==> src/rtl/uart_pkg.sv <==
// Shared UART types and constants used by the receive and transmit stages.
// The receiver's optional majority vote is enabled by UART_RX_MAJORITY_EN.
package uart_pkg;

    typedef enum logic [1:0] {
        IDLE  = 2'd0,
        START = 2'd1,
        DATA  = 2'd2,
        STOP  = 2'd3
    } rx_state_t;

    localparam int OVERSAMPLE = 16;
    localparam int DATA_BITS  = 8;
    localparam int TICK_W     = $clog2(OVERSAMPLE);
    localparam int BIT_W      = $clog2(DATA_BITS);

    localparam logic [TICK_W-1:0] MID_TICK  = TICK_W'(7);
    localparam logic [TICK_W-1:0] LAST_TICK = TICK_W'(15);
    localparam logic [BIT_W-1:0]  LAST_BIT  = BIT_W'(DATA_BITS - 1);

    function automatic logic maj3(input logic [2:0] v);
        return (v[0] & v[1]) | (v[0] & v[2]) | (v[1] & v[2]);
    endfunction

endpackage

==> src/rtl/uart_sync.sv <==
// N-stage flop synchronizer for an asynchronous input; flops reset to 1.
// Reusable for any idle-high asynchronous line.
module uart_sync #(
    parameter int STAGES = 2
) (
    input  logic clk,
    input  logic rst_n,
    input  logic i_d,
    output logic o_q
);

    logic [STAGES-1:0] r_sync;

    always_ff @(posedge clk or negedge rst_n) begin
        if (!rst_n) begin
            r_sync <= '1;
        end else begin
            r_sync <= {r_sync[STAGES-2:0], i_d};
        end
    end

    assign o_q = r_sync[STAGES-1];

endmodule

==> src/rtl/uart_rx.sv <==
// 16x oversampling 8N1 UART receiver with one-cycle valid/frame-error pulses.
// Define UART_RX_MAJORITY_EN to vote each decision over three baud ticks.
module uart_rx
    import uart_pkg::*;
#(
    parameter int SYNC_STAGES = 2
) (
    input  logic       clk,
    input  logic       rst_n,
    input  logic       baud_tick,
    input  logic       rx,
    output logic [7:0] rx_data,
    output logic       rx_valid,
    output logic       rx_frame_err,
    output logic       rx_busy
);

    rx_state_t r_state;
    rx_state_t w_state_nxt;

    logic              w_rx_s;
    logic              r_rx_s_d;
    logic              w_sample;
    logic [TICK_W-1:0] r_tick_cnt;
    logic [BIT_W-1:0]  r_bit_cnt;
    logic [7:0]        r_shift;

    logic w_enter;
    logic w_shift_en;
    logic w_valid_set;
    logic w_err_set;

    uart_sync #(
        .STAGES (SYNC_STAGES)
    ) u_sync (
        .clk   (clk),
        .rst_n (rst_n),
        .i_d   (rx),
        .o_q   (w_rx_s)
    );

`ifdef UART_RX_MAJORITY_EN
    // Two held tick samples plus the live one form the voting window.
    logic [1:0] r_hist;

    always_ff @(posedge clk or negedge rst_n) begin
        if (!rst_n) begin
            r_hist <= 2'b11;
        end else if (baud_tick) begin
            r_hist <= {r_hist[0], w_rx_s};
        end
    end

    assign w_sample = maj3({r_hist, w_rx_s});
`else
    assign w_sample = w_rx_s;
`endif

    always_ff @(posedge clk or negedge rst_n) begin
        if (!rst_n) begin
            r_state <= IDLE;
        end else begin
            r_state <= w_state_nxt;
        end
    end

    always_comb begin
        w_state_nxt = r_state;
        w_shift_en  = 1'b0;
        w_valid_set = 1'b0;
        w_err_set   = 1'b0;
        unique case (r_state)
            IDLE: begin
                // Edge, not level: a held-low line never restarts.
                if (r_rx_s_d && !w_rx_s) begin
                    w_state_nxt = START;
                end
            end
            START: begin
                if (baud_tick && r_tick_cnt == MID_TICK) begin
                    w_state_nxt = w_sample ? IDLE : DATA;
                end
            end
            DATA: begin
                if (baud_tick && r_tick_cnt == LAST_TICK) begin
                    w_shift_en = 1'b1;
                    if (r_bit_cnt == LAST_BIT) begin
                        w_state_nxt = STOP;
                    end
                end
            end
            STOP: begin
                if (baud_tick && r_tick_cnt == LAST_TICK) begin
                    w_state_nxt = IDLE;
                    w_valid_set = w_sample;
                    w_err_set   = !w_sample;
                end
            end
            default: begin
                w_state_nxt = IDLE;
            end
        endcase
    end

    assign w_enter = (w_state_nxt != r_state);
    assign rx_busy = (r_state != IDLE);

    always_ff @(posedge clk or negedge rst_n) begin
        if (!rst_n) begin
            r_rx_s_d     <= 1'b1;
            r_tick_cnt   <= '0;
            r_bit_cnt    <= '0;
            r_shift      <= '0;
            rx_data      <= '0;
            rx_valid     <= 1'b0;
            rx_frame_err <= 1'b0;
        end else begin
            r_rx_s_d     <= w_rx_s;
            rx_valid     <= w_valid_set;
            rx_frame_err <= w_err_set;
            if (w_enter) begin
                r_tick_cnt <= '0;
            end else if (baud_tick) begin
                r_tick_cnt <= r_tick_cnt + 1'b1;
            end
            // bit_cnt wraps 7 -> 0 on the last data bit.
            if (w_shift_en) begin
                r_shift   <= {w_sample, r_shift[7:1]};
                r_bit_cnt <= r_bit_cnt + 1'b1;
            end
            if (w_valid_set) begin
                rx_data <= r_shift;
            end
        end
    end

endmodule

==> config.mk <==
export PLATFORM = sky130hd
export DESIGN_NAME = uart_rx
export DESIGN_NICKNAME = d
export VERILOG_FILES = /design/src/rtl/uart_pkg.sv /design/src/rtl/uart_sync.sv /design/src/rtl/uart_rx.sv
export SDC_FILE = /design/constraint.sdc
export NUM_CORES = 1
export LEC_CHECK = 0
export BUFFER_PORTS_ARGS = -buffer_cell sky130_fd_sc_hd__clkbuf_2
export CORE_MARGIN = 1
export CORE_UTILIZATION = 59
export DETAILED_ROUTE_END_ITERATION = 16
export PLACE_DENSITY = 0.78
export SLEW_MARGIN = 20
export SYNTH_ARGS = -nofsm -noshare
export SYNTH_HDL_FRONTEND = slang
export SYNTH_SLANG_ARGS = --single-unit
export TNS_END_PERCENT = 20
==> constraint.sdc <==
create_clock -name clk -period 4.1 [get_ports clk]
set_clock_uncertainty 0.1 [all_clocks]
set_input_delay 0.205 -clock clk [delete_from_list [all_inputs] [get_ports clk]]
set_output_delay 0.205 -clock clk [all_outputs]
set_load 0.05 [all_outputs]
# --- Word level (Yosys, flattened, before mapping) ---
# Cells that the tools add are included.
classes:
  addsub: 2
  eq_ne: 7
  n_mux: 15
  reduce_logical: 7
ops:
  columns: ["operator", "n"]
  rows:
  - ["two-way mux 2 bit", 6]
  - ["two-way mux 4 bit", 2]
  - ["one-hot mux 2 bit (4 select lines)", 1]
  - ["two-way mux 1 bit", 6]
  - ["adder 4 x 1 -> 4 bit, second input constant", 1]
  - ["== test 2 bit, second input constant", 2]
  - ["== test 4 x 3 -> 1 bit, second input constant", 1]
  - ["== test 4 bit, second input constant", 1]
  - ["nonzero test 2 bit", 2]
  - ["adder 3 x 1 -> 3 bit, second input constant", 1]
  - ["== test 3 bit, second input constant", 1]
  - ["logical AND 1 bit", 3]
  - ["== test 2 x 1 -> 1 bit, second input constant", 1]
  - ["zero test 2 bit", 1]
  - ["!= test 2 bit", 1]
  - ["zero test 1 bit", 1]
word_totals:
  register_bits: 30
  word_cells: 40

# --- Longest topological paths before layout ---
# Gate-level depths: netlist (run 1).
depth:
  ltp_word: 6
  mapped_depth: 5

# --- By module ---
# From an unflattened synthesis (run 1), not the netlist that was laid out.
hier_totals:
  hier_cells: 85
  area_unflattened_um2: 1238.7
modules_own_cells:
  columns: ["mod", "n_inst", "cells_per_inst", "area_per_inst_um2", "seq_area_each_um2"]
  rows:
  - ["uart_rx", 1, 83, 1186.1, 701.9]
  - ["uart_sync", 1, 2, 52.6, 52.6]

# --- Worst setup path after synthesis (run 1) ---
# OpenSTA, ideal clock, no wires.
synth_path:
  path_type: "register -> register"
  start: "reg r_tick_cnt[0]"
  end: "reg r_bit_cnt[1]"
  setup_ns: 0.125
  arrival_time_ns: 1.413
  required_time_ns: 3.875
  path_slack_ns: 2.463
  path_stages_with_launch: 6
  n_path_buf: 1
  period_less_slack_ns: 1.637
  cell_sequence: "dfrtp_1 -> ha_1 -> inv_1 -> nor3_1 -> buf_4 -> mux2_2"
synth_via:
  elab_chain_len: 4
synth_rtl:
  columns: ["item", "line", "rtl"]
  rows:
  - ["from (decl)", "uart_rx.sv:24", "logic [TICK_W-1:0] r_tick_cnt;"]
  - ["from (signal assigned)", "uart_rx.sv:124", "r_tick_cnt <= r_tick_cnt + 1'b1;"]
  - ["== test 4 bit", "uart_rx.sv:85", "if (baud_tick && r_tick_cnt == LAST_TICK) begin"]
  - ["logical AND 1 bit", "uart_rx.sv:85", null]
  - ["two-way mux 1 bit", "uart_rx.sv:85", null]
  - ["two-way mux 1 bit", "uart_rx.sv:72", "unique case (r_state)"]
  - ["to (signal assigned)", "uart_rx.sv:129", "r_bit_cnt <= r_bit_cnt + 1'b1;"]
  - ["to (decl)", "uart_rx.sv:25", "logic [BIT_W-1:0] r_bit_cnt;"]
# Every way passes these cells.
# A chain may end at the register's enable or synchronous reset.

# --- Worst setup path in the final report (run 1) ---
layout_path:
  start: "reg r_tick_cnt[0]"
  end: "reg rx_data[5]"
layout_via:
  elab_chain_len: 4
layout_rtl:
  columns: ["item", "line", "rtl"]
  rows:
  - ["== test 4 bit", "uart_rx.sv:93", "if (baud_tick && r_tick_cnt == LAST_TICK) begin"]
  - ["logical AND 1 bit", "uart_rx.sv:93", null]
  - ["two-way mux 1 bit", "uart_rx.sv:93", null]
  - ["two-way mux 1 bit", "uart_rx.sv:72", null]
  - ["via w_valid_set", "uart_rx.sv:30", "logic w_valid_set;"]
  - ["to (signal assigned)", "uart_rx.sv:132", "rx_data <= r_shift;"]
  - ["to (decl)", "uart_rx.sv:12", "output logic [7:0] rx_data,"]
# The timed path passes the listed nets, and every way through them passes these cells.

==> results of run 1 <==
state kept, by name, indices dropped and copies added, names as in the netlist:
| register | count |
|---|---|
| r_rx_s_d | 1 |
| rx_data | 8 |
| r_state | 2 |
| u_sync.r_sync | 2 |
| r_bit_cnt | 3 |
| r_shift | 8 |
| r_tick_cnt | 4 |
| rx_frame_err | 1 |
| rx_valid | 1 |
critical path: cells and delay by family, from the launching register on:
kind	cells	cell delay, ns
adders and majority gates	1	0.20
DFF	1	0.40
muxes	1	0.39
and+or+nand+nor	1	0.43
buffers and inverters	1	0.11
worst paths after layout:
kind                                  startpoint                to  cells after the start
worst max-delay path               r_tick_cnt[0]        rx_data[5]                      4
worst min-delay path                   baud_tick      rx_frame_err                      3
worst max register to register     r_tick_cnt[0]        rx_data[5]                      4
worst min register to register  u_sync.r_sync[0]  u_sync.r_sync[1]                      0
max in group asynchronous                  rst_n      rx_frame_err                      2
min in group asynchronous                  rst_n     r_tick_cnt[0]                      2
per-stage QoR:
step | instance area [um2] | worst slack, ns
final | 1430 | 2.35
after global routing | 1430 | 2.26
after CTS | 1430 | 2.35
after detailed placement | 1340 | 2.36
after global placement | 1340 | 2.42
after floorplan | 1240 | 2.46
power breakdown:
part	leakage (nW)	total, W	internal, W	switching [W]
registers	0.395	0.000383	0.000331	0.0000519
clock network	0.0395	0.000220	0.000129	0.0000908
logic	0.306	0.000138	0.0000594	0.0000783
total	0.740	0.000741	0.000520	0.000221
kinds of logic after synthesis:
family                   after synthesis  synth area share
AO/OA/AOI/OAI                          6            0.0374
XOR/XNOR                               4            0.0283
adder cells (fa/ha/maj)                3            0.0303
buffers and inverters                  6            0.0222
flip-flops                            30             0.609
multiplexers                          19             0.172
AND/OR/NAND/NOR                       17             0.101
placed cells by master (no fill, tap or decap), drive strengths merged:
master,n
buf,1
xnor2,2
and3,1
nand2,2
nor2,1
xor2,2
clkbuf,21
dfrtp,27
ha,3
inv,4
a22o,1
dfstp,3
a31oi,2
mux2,18
nand4,2
bufinv,1
dlygate4sd3,2
and3b,1
nor3,7
a221o,1
or2,1
a41o,1
mux2i,1
o21ai,1
nor4b,2
synth_stat cells, types with 2 or more instances:
master   count
mux2_2      18
ha_1         3
inv_1        4
nor3_1       6
xnor2_1      2
dfrtp_1     27
dfstp_2      3
xor2_1       2
nor4b_1      2
a31oi_1      2
nand2_1      2
layer usage:
metal | share of wire | vias up
met2 | 0.46 | 19
met4 | 0.027 | 0
met1 | 0.47 | 349
met3 | 0.043 | 6
li1 | - | 357
met5 | 0 | -
cell type report:
class	instances	area (um2)	share of cell area
tap	27	33.8	0.0236
sequential	30	754	0.527
clock inverter	1	30.0	0.0210
clock buffer	7	45.0	0.0314
inverter	4	15.0	0.0105
timing repair buffer	17	97.6	0.0681
multi-input combinational	49	457	0.319
==> run metrics, run 1 <==
postcts setup bufs=0; 1st-iter DRT viols=7; initial antenna violation count=0; Yosys warning total=0; H-Tree Depth=2; RSZ-0062 raised after global routing=false; Die Wd=47.8 um; critical path class=reg -> reg; Worst path slowest cell=nor3_4; Post-synth EDFFs=0; flops & latches, synth=30; met1 global-route usage=0.257; Tcrit/Tclk final=0.426; WHS=0.165 ns; effective utilization at floorplan=0.631; Max VDD drop=0.000428 V; clk root buf=clkbuf_4; GR Layer Usage met2=0.286; Worst-path clk slew=0.09 ns; CTS tree=done; most area-hungry cell type in the Yosys netlist=dfrtp_1; Final GP Congestion=0.740; syn avg cell area=14.6 um2; Setup crit start kind=flip-flop; Port Buffer Count=14; die area=2290 um2; Ant. Diodes=0; Total Wirelength=1820 um; total core area=1960 um2; Distinct cells, synth=25; CTS Buf Count=5; GRT overflow=0; Worst EP arrival=1.85 ns; Non-Filler Instances=135; Synthesized Nets=92; CTS Buffer Depth=2; Post-DRT Antenna Nets=0; Final Power=0.000741 W; placed cells=125; Pwr Density=517 nW/um2; Tightest Hold Check Type=in -> reg; status=finished, final reports clean; first-pass GRT wire length=2980 um; Top Ports=15; CP Capture Type=flip-flop; Fill cells=159; Crit path required time=4.21 ns; Reg2Reg Setup Slack=2.35 ns; Nets=114; # hold bufs at CTS=2; setup violators final=0; grt peak-use layer=met2; Synth Flop Type=dfrtp_1; hpwl dp=1260 um; Period minus WS final=1.75 ns; GRT Util Overall=0.206; Highest Clock Rate=573 MHz; final core occ=0.730; Via Count=731; CP cell instances=ha_1 -> inv_1 -> nor3_4 -> mux2_2; met3 Use GR=0.0906; Synth async-reset ratio=1.00; Slew Limit Fails=0; Skew-Pair Late Insertion Delay=0.31 ns; drt wl/cell=13.5 um; top post-synthesis cells by area=dfrtp_1 (55%), mux2_2 (16%), dfstp_2 (6.4%); Layout area overhead=15.7%; clock sink count=30; DR pass1 iterations=4; layout cell share with drive strength beyond 1=0.426; Yosys top cell area share=0.545; Avg Vias per Cell=5.41; drt drc=0; largest net degree at the start of global routing=31; die height=47.8 um; relative slew slack=0.533; Resized Gates After CTS=0; Cell Area, Synth=1240 um2; Crit Path Max Fanout=9; FP Rows=16; Final Hold Viols=0; number of global-route vias before repair=677; Lkg Pwr=0.740 nW; Post-Route Setup TNS=0 ns; sequential fraction of the synthesis area=0.609; Mapped Cells=85; Max-Cap Viols=0; Crit path largest cell delay=0.43 ns; worst slew pin tran=0.700 ns
Note: power is estimated with default switching activity, not from simulation.
==> inputs of run 2 (changes only) <==
Settings changed: ABC_AREA set to 1, CORE_UTILIZATION 59 to 55, PLACE_DENSITY 0.78 to 0.73.
Clock period 4.1 ns to 1.7 ns, I/O delays scaled along.
==> run metrics, run 2 <==
Final Power=0.00150 W (+100%); Die Wd=49.7 um (+3.9%); Port Buffer Count=14 (unchanged); CTS Buf Count=5 (unchanged); die area=2470 um2 (+7.9%); Post-DRT Antenna Nets=0 (unchanged); PnR worst setup slack=0.144 ns (-2.21 ns); number of global-route vias before repair=812 (+20%); Distinct cells, synth=22 (-12%); GRT Util Overall=0.196 (-0.0105); first-pass GRT wire length=3480 um (+17%); Total Wirelength=1990 um (+9.3%); GRT overflow=0 (unchanged); initial antenna violation count=0 (unchanged); H-Tree Depth=2 (unchanged); Worst Hold Depth=3 (unchanged); top post-synthesis cells by area=dfrtp_1 (54%), nand2_1 (7.2%), dfstp_2 (6.3%); Via Count=835 (+14%); FP Rows=16 (unchanged); critical path class=reg -> reg; Synthesized Nets=126 (+37%); placed cells=159 (+27%); highest-count cells in the layout ignoring fill and taps=dfrtp_1 (27), nand2_1 (23), inv_1 (15); most common cell in the netlist=dfrtp_1; Avg Vias per Cell=4.94 (-8.8%); Skew-Pair Late Insertion Delay=0.32 ns (about the same); Worst EP arrival=1.70 ns (-0.15 ns); Highest Clock Rate=643 MHz (+12%); Final Hold Viols=0 (unchanged); sequential fraction of the synthesis area=0.604 (-0.00549); setup violators final=0 (unchanged); effective utilization at floorplan=0.612 (-0.0192); flops & latches, synth=30 (unchanged); Post-synth EDFFs=0 (unchanged); most area-hungry cell type in the Yosys netlist=dfrtp_1; Lkg Pwr=0.721 nW (-2.6%); reg2reg start=r_tick_cnt[0]; Synth Flop Type=dfrtp_1; total core area=2040 um2 (+4.1%); FF-to-FF path depth=8 (+4); Ant. Diodes=0 (unchanged); hpwl dp=1440 um (+15%); drt wl/cell=11.8 um (-13%); Layout area overhead=14.5%; Top Ports=15 (unchanged); Nets=148 (+30%); relative slew slack=0.525 (-0.00802); RSZ-0062 raised after global routing=false; drt drc=0 (unchanged); r2r endpoint=rx_data[4]; Non-Filler Instances=169 (+25%); clock sink count=30 (unchanged); syn avg cell area=10.5 um2 (-28%); WHS Endpoint=r_tick_cnt[0]; Crit Path Max Fanout=15 (+6); final core occ=0.701 (-0.0292); Yosys warning total=0 (unchanged); Synth async-reset ratio=1.00 (unchanged); Tightest Hold Check Type=in -> reg; CP Capture Type=flip-flop; Fill cells=166 (+4.4%); Setup crit start kind=flip-flop; status=finished, final reports clean; Yosys top cell area share=0.541 (-0.00491); worst slew pin tran=0.712 ns (+0.0120 ns); die height=49.7 um (+3.9%); Worst-path clk slew=0.09 ns (about the same); Tcrit/Tclk final=0.915 (+0.489); Crit path required time=1.85 ns (-2.36 ns); Slew Limit Fails=0 (unchanged); dpl ws=0.165 ns (-2.20 ns); layout cell share with drive strength beyond 1=0.296 (-0.130); CTS tree=done; Cell Area, Synth=1250 um2 (+0.91%); commonest non-fill, non-tap cell in the layout=dfrtp_1; Largest regs=r_shift x8, rx_data x8, r_tick_cnt x4; DR pass1 iterations=4 (unchanged); Final GP Congestion=0.813 (+9.9%); Max-Cap Viols=0 (unchanged); Mapped Cells=119 (+40%); Post-Route Setup TNS=0 ns (unchanged); Period minus WS final=1.56 ns (-0.191 ns); CTS Buffer Depth=2 (unchanged); most frequent cells after synthesis=dfrtp_1 (27), nand2_1 (24), inv_1 (15); 1st-iter DRT viols=14 (+7); clk root buf=clkbuf_4; largest net degree at the start of global routing=31 (unchanged); Reg2Reg Setup Slack=0.14 ns (-2.21 ns); Pwr Density=1050 nW/um2 (+100%); worst hold start=baud_tick; Max VDD drop=0.000696 V (+63%)
-- run 2: changes by cell type in the layout (fill, tap and decap cells not counted), sizes merged, moves of 2 or more --
cell,change
nand2,+25
mux2,-16
o21ai,+15
inv,+12
nor2,+10
nor3,-7
nand3,+3
a31oi,-2
nor4b,-2
-- run 2: layout make-up --
class / instances / area (um2) / area share
clock buffer: 7 / 55.1 / 0.0385
clock inverter: 1 / 5.00 / 0.00350
inverter: 16 / 60.1 / 0.0420
multi-input combinational: 71 / 425 / 0.297
sequential: 30 / 754 / 0.527
tap: 27 / 33.8 / 0.0236
timing repair buffer: 17 / 97.6 / 0.0682
-- run 2: how the worst max path moves through the flow --
| stage | startpoint | end | slack [ns] | cells past startpoint |
|---|---|---|---|---|
| after floorplan | r_tick_cnt[0] | r_bit_cnt[1] | 0.25 | 5 |
| after global placement | r_tick_cnt[0] | rx_data[4] | 0.22 | 8 |
| after detailed placement | r_tick_cnt[0] | rx_data[4] | 0.17 | 8 |
| after CTS | r_tick_cnt[0] | rx_data[4] | 0.14 | 8 |
| after global routing | r_tick_cnt[0] | rx_data[4] | 0.02 | 8 |
| final | r_tick_cnt[0] | rx_data[4] | 0.14 | 8 |
-- run 2: report_power, final --
part | switching, W | internal, W | total [W] | leakage [nW]
logic | 0.000171 | 0.0000860 | 0.000257 | 0.284
registers | 0.0000493 | 0.000766 | 0.000816 | 0.402
clock network | 0.000231 | 0.000200 | 0.000432 | 0.0353
-- run 2: stage by stage --
| stage | hold WS [ns] | area, um2 |
|---|---|---|
| 3_3_place_gp | 0.0655 | 1350 |
| 3_5_place_dp | 0.0720 | 1350 |
| 6_report | 0.0314 | 1430 |
| 2_1_floorplan | -0.311 | 1250 |
| 5_1_grt | 0.0521 | 1430 |
| 4_1_cts | 0.0139 | 1430 |
-- run 2: routing by layer --
metal,part of all wire,GRT usage
met1,0.47,0.241
met2,0.49,0.306
met3,0.040,0.0648
met4,0.0070,0.100
met5,0,0
-- run 2: what timing repair did --
| item | in CTS | in global routing |
|---|---|---|
| hold buffers | 2 | 0 |
| hold endpoints to repair | 28 | 0 |
| resized for setup | 0 | 2 |
| endpoints found under the setup margin | 0 | 4 |
| buffers inserted | 0 | 0 |
-- run 2: cell families after synthesis --
kind of cell,share of synthesized area
XOR/XNOR,0.0280
flip-flops,0.604
buffers and inverters,0.0611
multiplexers,0.0260
AND/OR/NAND/NOR,0.160
AO/OA/AOI/OAI,0.0911
adder cells (fa/ha/maj),0.0300
-- run 2: worst max-delay path, cell delays in order (launching register included) --
cell	delay (ns)
dfrtp_1	0.41
ha_1	0.22
nand2_2	0.13
nor2_4	0.06
nand2_2	0.09
nor2_4	0.05
inv_2	0.24
nand2_1	0.11
o21ai_2	0.07
==> inputs of run 3 (changes only) <==
Settings changed: GPL_TIMING_DRIVEN set to 0.
==> run metrics, run 3 (synthesis results as in run 2) <==
Crit Path Max Fanout=10 (-5); Critical path origin=r_tick_cnt[0]; drt wl/cell=12.2 um (+3.0%); Post-Route Setup TNS=0 ns (unchanged); Worst EP arrival=1.72 ns (+0.02 ns); number of global-route vias before repair=850 (+4.7%); Period minus WS final=1.58 ns (+0.0200 ns); H-Tree Depth=2 (unchanged); effective utilization at floorplan=0.612 (unchanged); Skew-Pair Late Insertion Delay=0.33 ns (about the same); final instance area=1460 um2 (+2.1%); FP Rows=16 (unchanged); highest-count cells in the layout ignoring fill and taps=dfrtp_1 (27), nand2_1 (24), inv_1 (15); Largest regs=r_shift x8, rx_data x8, r_tick_cnt x4; Net Sw Power=0.000467 W (+3.5%); Slew Limit Fails=0 (unchanged); die area=2470 um2 (unchanged); Max-Cap Viols=0 (unchanged); initial antenna violation count=0 (unchanged); Avg Vias per Cell=5.02 (+1.7%); Cell Int Power=0.00116 W (+9.9%); commonest non-fill, non-tap cell in the layout=dfrtp_1; Port Buffer Count=14 (unchanged); GRT Util Overall=0.212 (+0.0158); CP Capture Type=flip-flop; dpl ws=0.135 ns (-0.0299 ns); relative slew slack=0.526 (+0.00109); die height=49.7 um (unchanged); Total Wirelength=2080 um (+4.2%); first-pass GRT wire length=3660 um (+5.3%); PnR worst setup slack=0.124 ns (-0.0200 ns); clock sink count=30 (unchanged); Ant. Diodes=0 (unchanged); Crit path required time=1.84 ns (about the same); postcts setup bufs=0 (unchanged); Layout area overhead=16.9%; DR pass1 iterations=4 (unchanged); Highest Clock Rate=635 MHz (-1.3%); worst slew pin tran=0.711 ns (-0.00164 ns); CTS Buf Count=5 (unchanged); Tcrit/Tclk final=0.927 (+0.0118); Worst-path clk slew=0.10 ns (about the same); drt drc=0 (unchanged); status=finished, final reports clean; RSZ-0062 raised after global routing=true; Comb pwr share=0.158 (-0.013); register area=754 um2 (unchanged); placed cell area=1350 um2 (+0.65%); Final Power=0.00162 W (+8.0%); area of the multi-input gates=419 um2 (-1.5%); Pwr Density=1110 nW/um2 (+5.8%); CTS tree=done; Max VDD drop=0.00117 V (+68%); largest net degree at the start of global routing=31 (unchanged); reg2reg start=r_tick_cnt[0]; Lkg Pwr=0.738 nW (+2.4%); total core area=2040 um2 (unchanged); Via Count=859 (+2.9%); Post-DRT Antenna Nets=0 (unchanged); Final Hold Viols=0 (unchanged); setup violators final=0 (unchanged); clock network fraction of design power=0.337 (+0.050); critical path class=reg -> reg; Setup crit start kind=flip-flop; clk root buf=clkbuf_4; Fill cells=166 (unchanged); Final GP Congestion=0.798 (-1.9%); CTS Buffer Depth=2 (unchanged); Top Ports=15 (unchanged); hpwl dp=1440 um (about the same); Nets=150 (+1.4%); sequential power share=0.505 (-0.037); layout cell share with drive strength beyond 1=0.292 (-0.00411); Die Wd=49.7 um (unchanged); sw frac=0.288 (-0.0126); GRT overflow=0 (unchanged); Tightest Hold Check Type=in -> async; 1st-iter DRT viols=12 (-2); final core occ=0.716 (+0.0147)
run 3: path summary, 6_finish.rpt:
kind,slack (ns),cells after the start,end
setup / recovery,0.12,6,r_shift[6]
hold / removal,0.23,2,r_tick_cnt[2]
setup reg to reg,0.12,6,r_shift[6]
hold reg to reg,0.26,0,u_sync.r_sync[1]
max in group asynchronous,0.81,2,r_shift[1]
min in group clk,0.26,0,u_sync.r_sync[1]
run 3: stage by stage:
stage	hold WS, ns	cells
after floorplan	-0.311	119
after global placement	0.0647	160
after detailed placement	0.0679	160
after CTS	0.244	171
after global routing	0.269	171
final	0.231	171
run 3: timing repair:
action                                 4_1_cts  5_1_grt
endpoints found under the hold margin       29        0
setup endpoints to repair                    0        2
gates resized for setup                      0        1
hold buffers                                 3        0
run 3: power by group through the flow:
| stage | Combinational, W | Clock [W] | Sequential [W] |
|---|---|---|---|
| floorplan | 0.000186 | 0 | 0.000818 |
| global placement | 0.000230 | 0 | 0.000826 |
| detailed placement | 0.000246 | 0 | 0.000829 |
| CTS | 0.000260 | 0.000563 | 0.000820 |
| global route | 0.000290 | 0.000590 | 0.000825 |
| finish | 0.000257 | 0.000548 | 0.000820 |
run 3: cell type report:
type / instances / area share
plain buffers: 2 / 0.0111
clock buffers: 5 / 0.0257
clock inverters: 3 / 0.0274
inverters: 16 / 0.0411
flip-flops and latches: 30 / 0.516
multi-input cells: 71 / 0.287
well taps: 27 / 0.0231
repair buffers: 17 / 0.0685
run 3: metal layers:
metal / up-vias / part of all wire / GRT usage
li1: 423 / - / -
met1: 418 / 0.45 / 0.236
met2: 14 / 0.50 / 0.345
met3: 4 / 0.038 / 0.0926
met4: 0 / 0.013 / 0.100
met5: - / 0 / 0
run 3: critical path, stage by stage (launching register included):
cell	delay, ns
dfrtp_1	0.40
ha_1	0.19
nand2_2	0.10
nor2_4	0.14
nand2_2	0.15
buf_2	0.22
o21ai_0	0.19
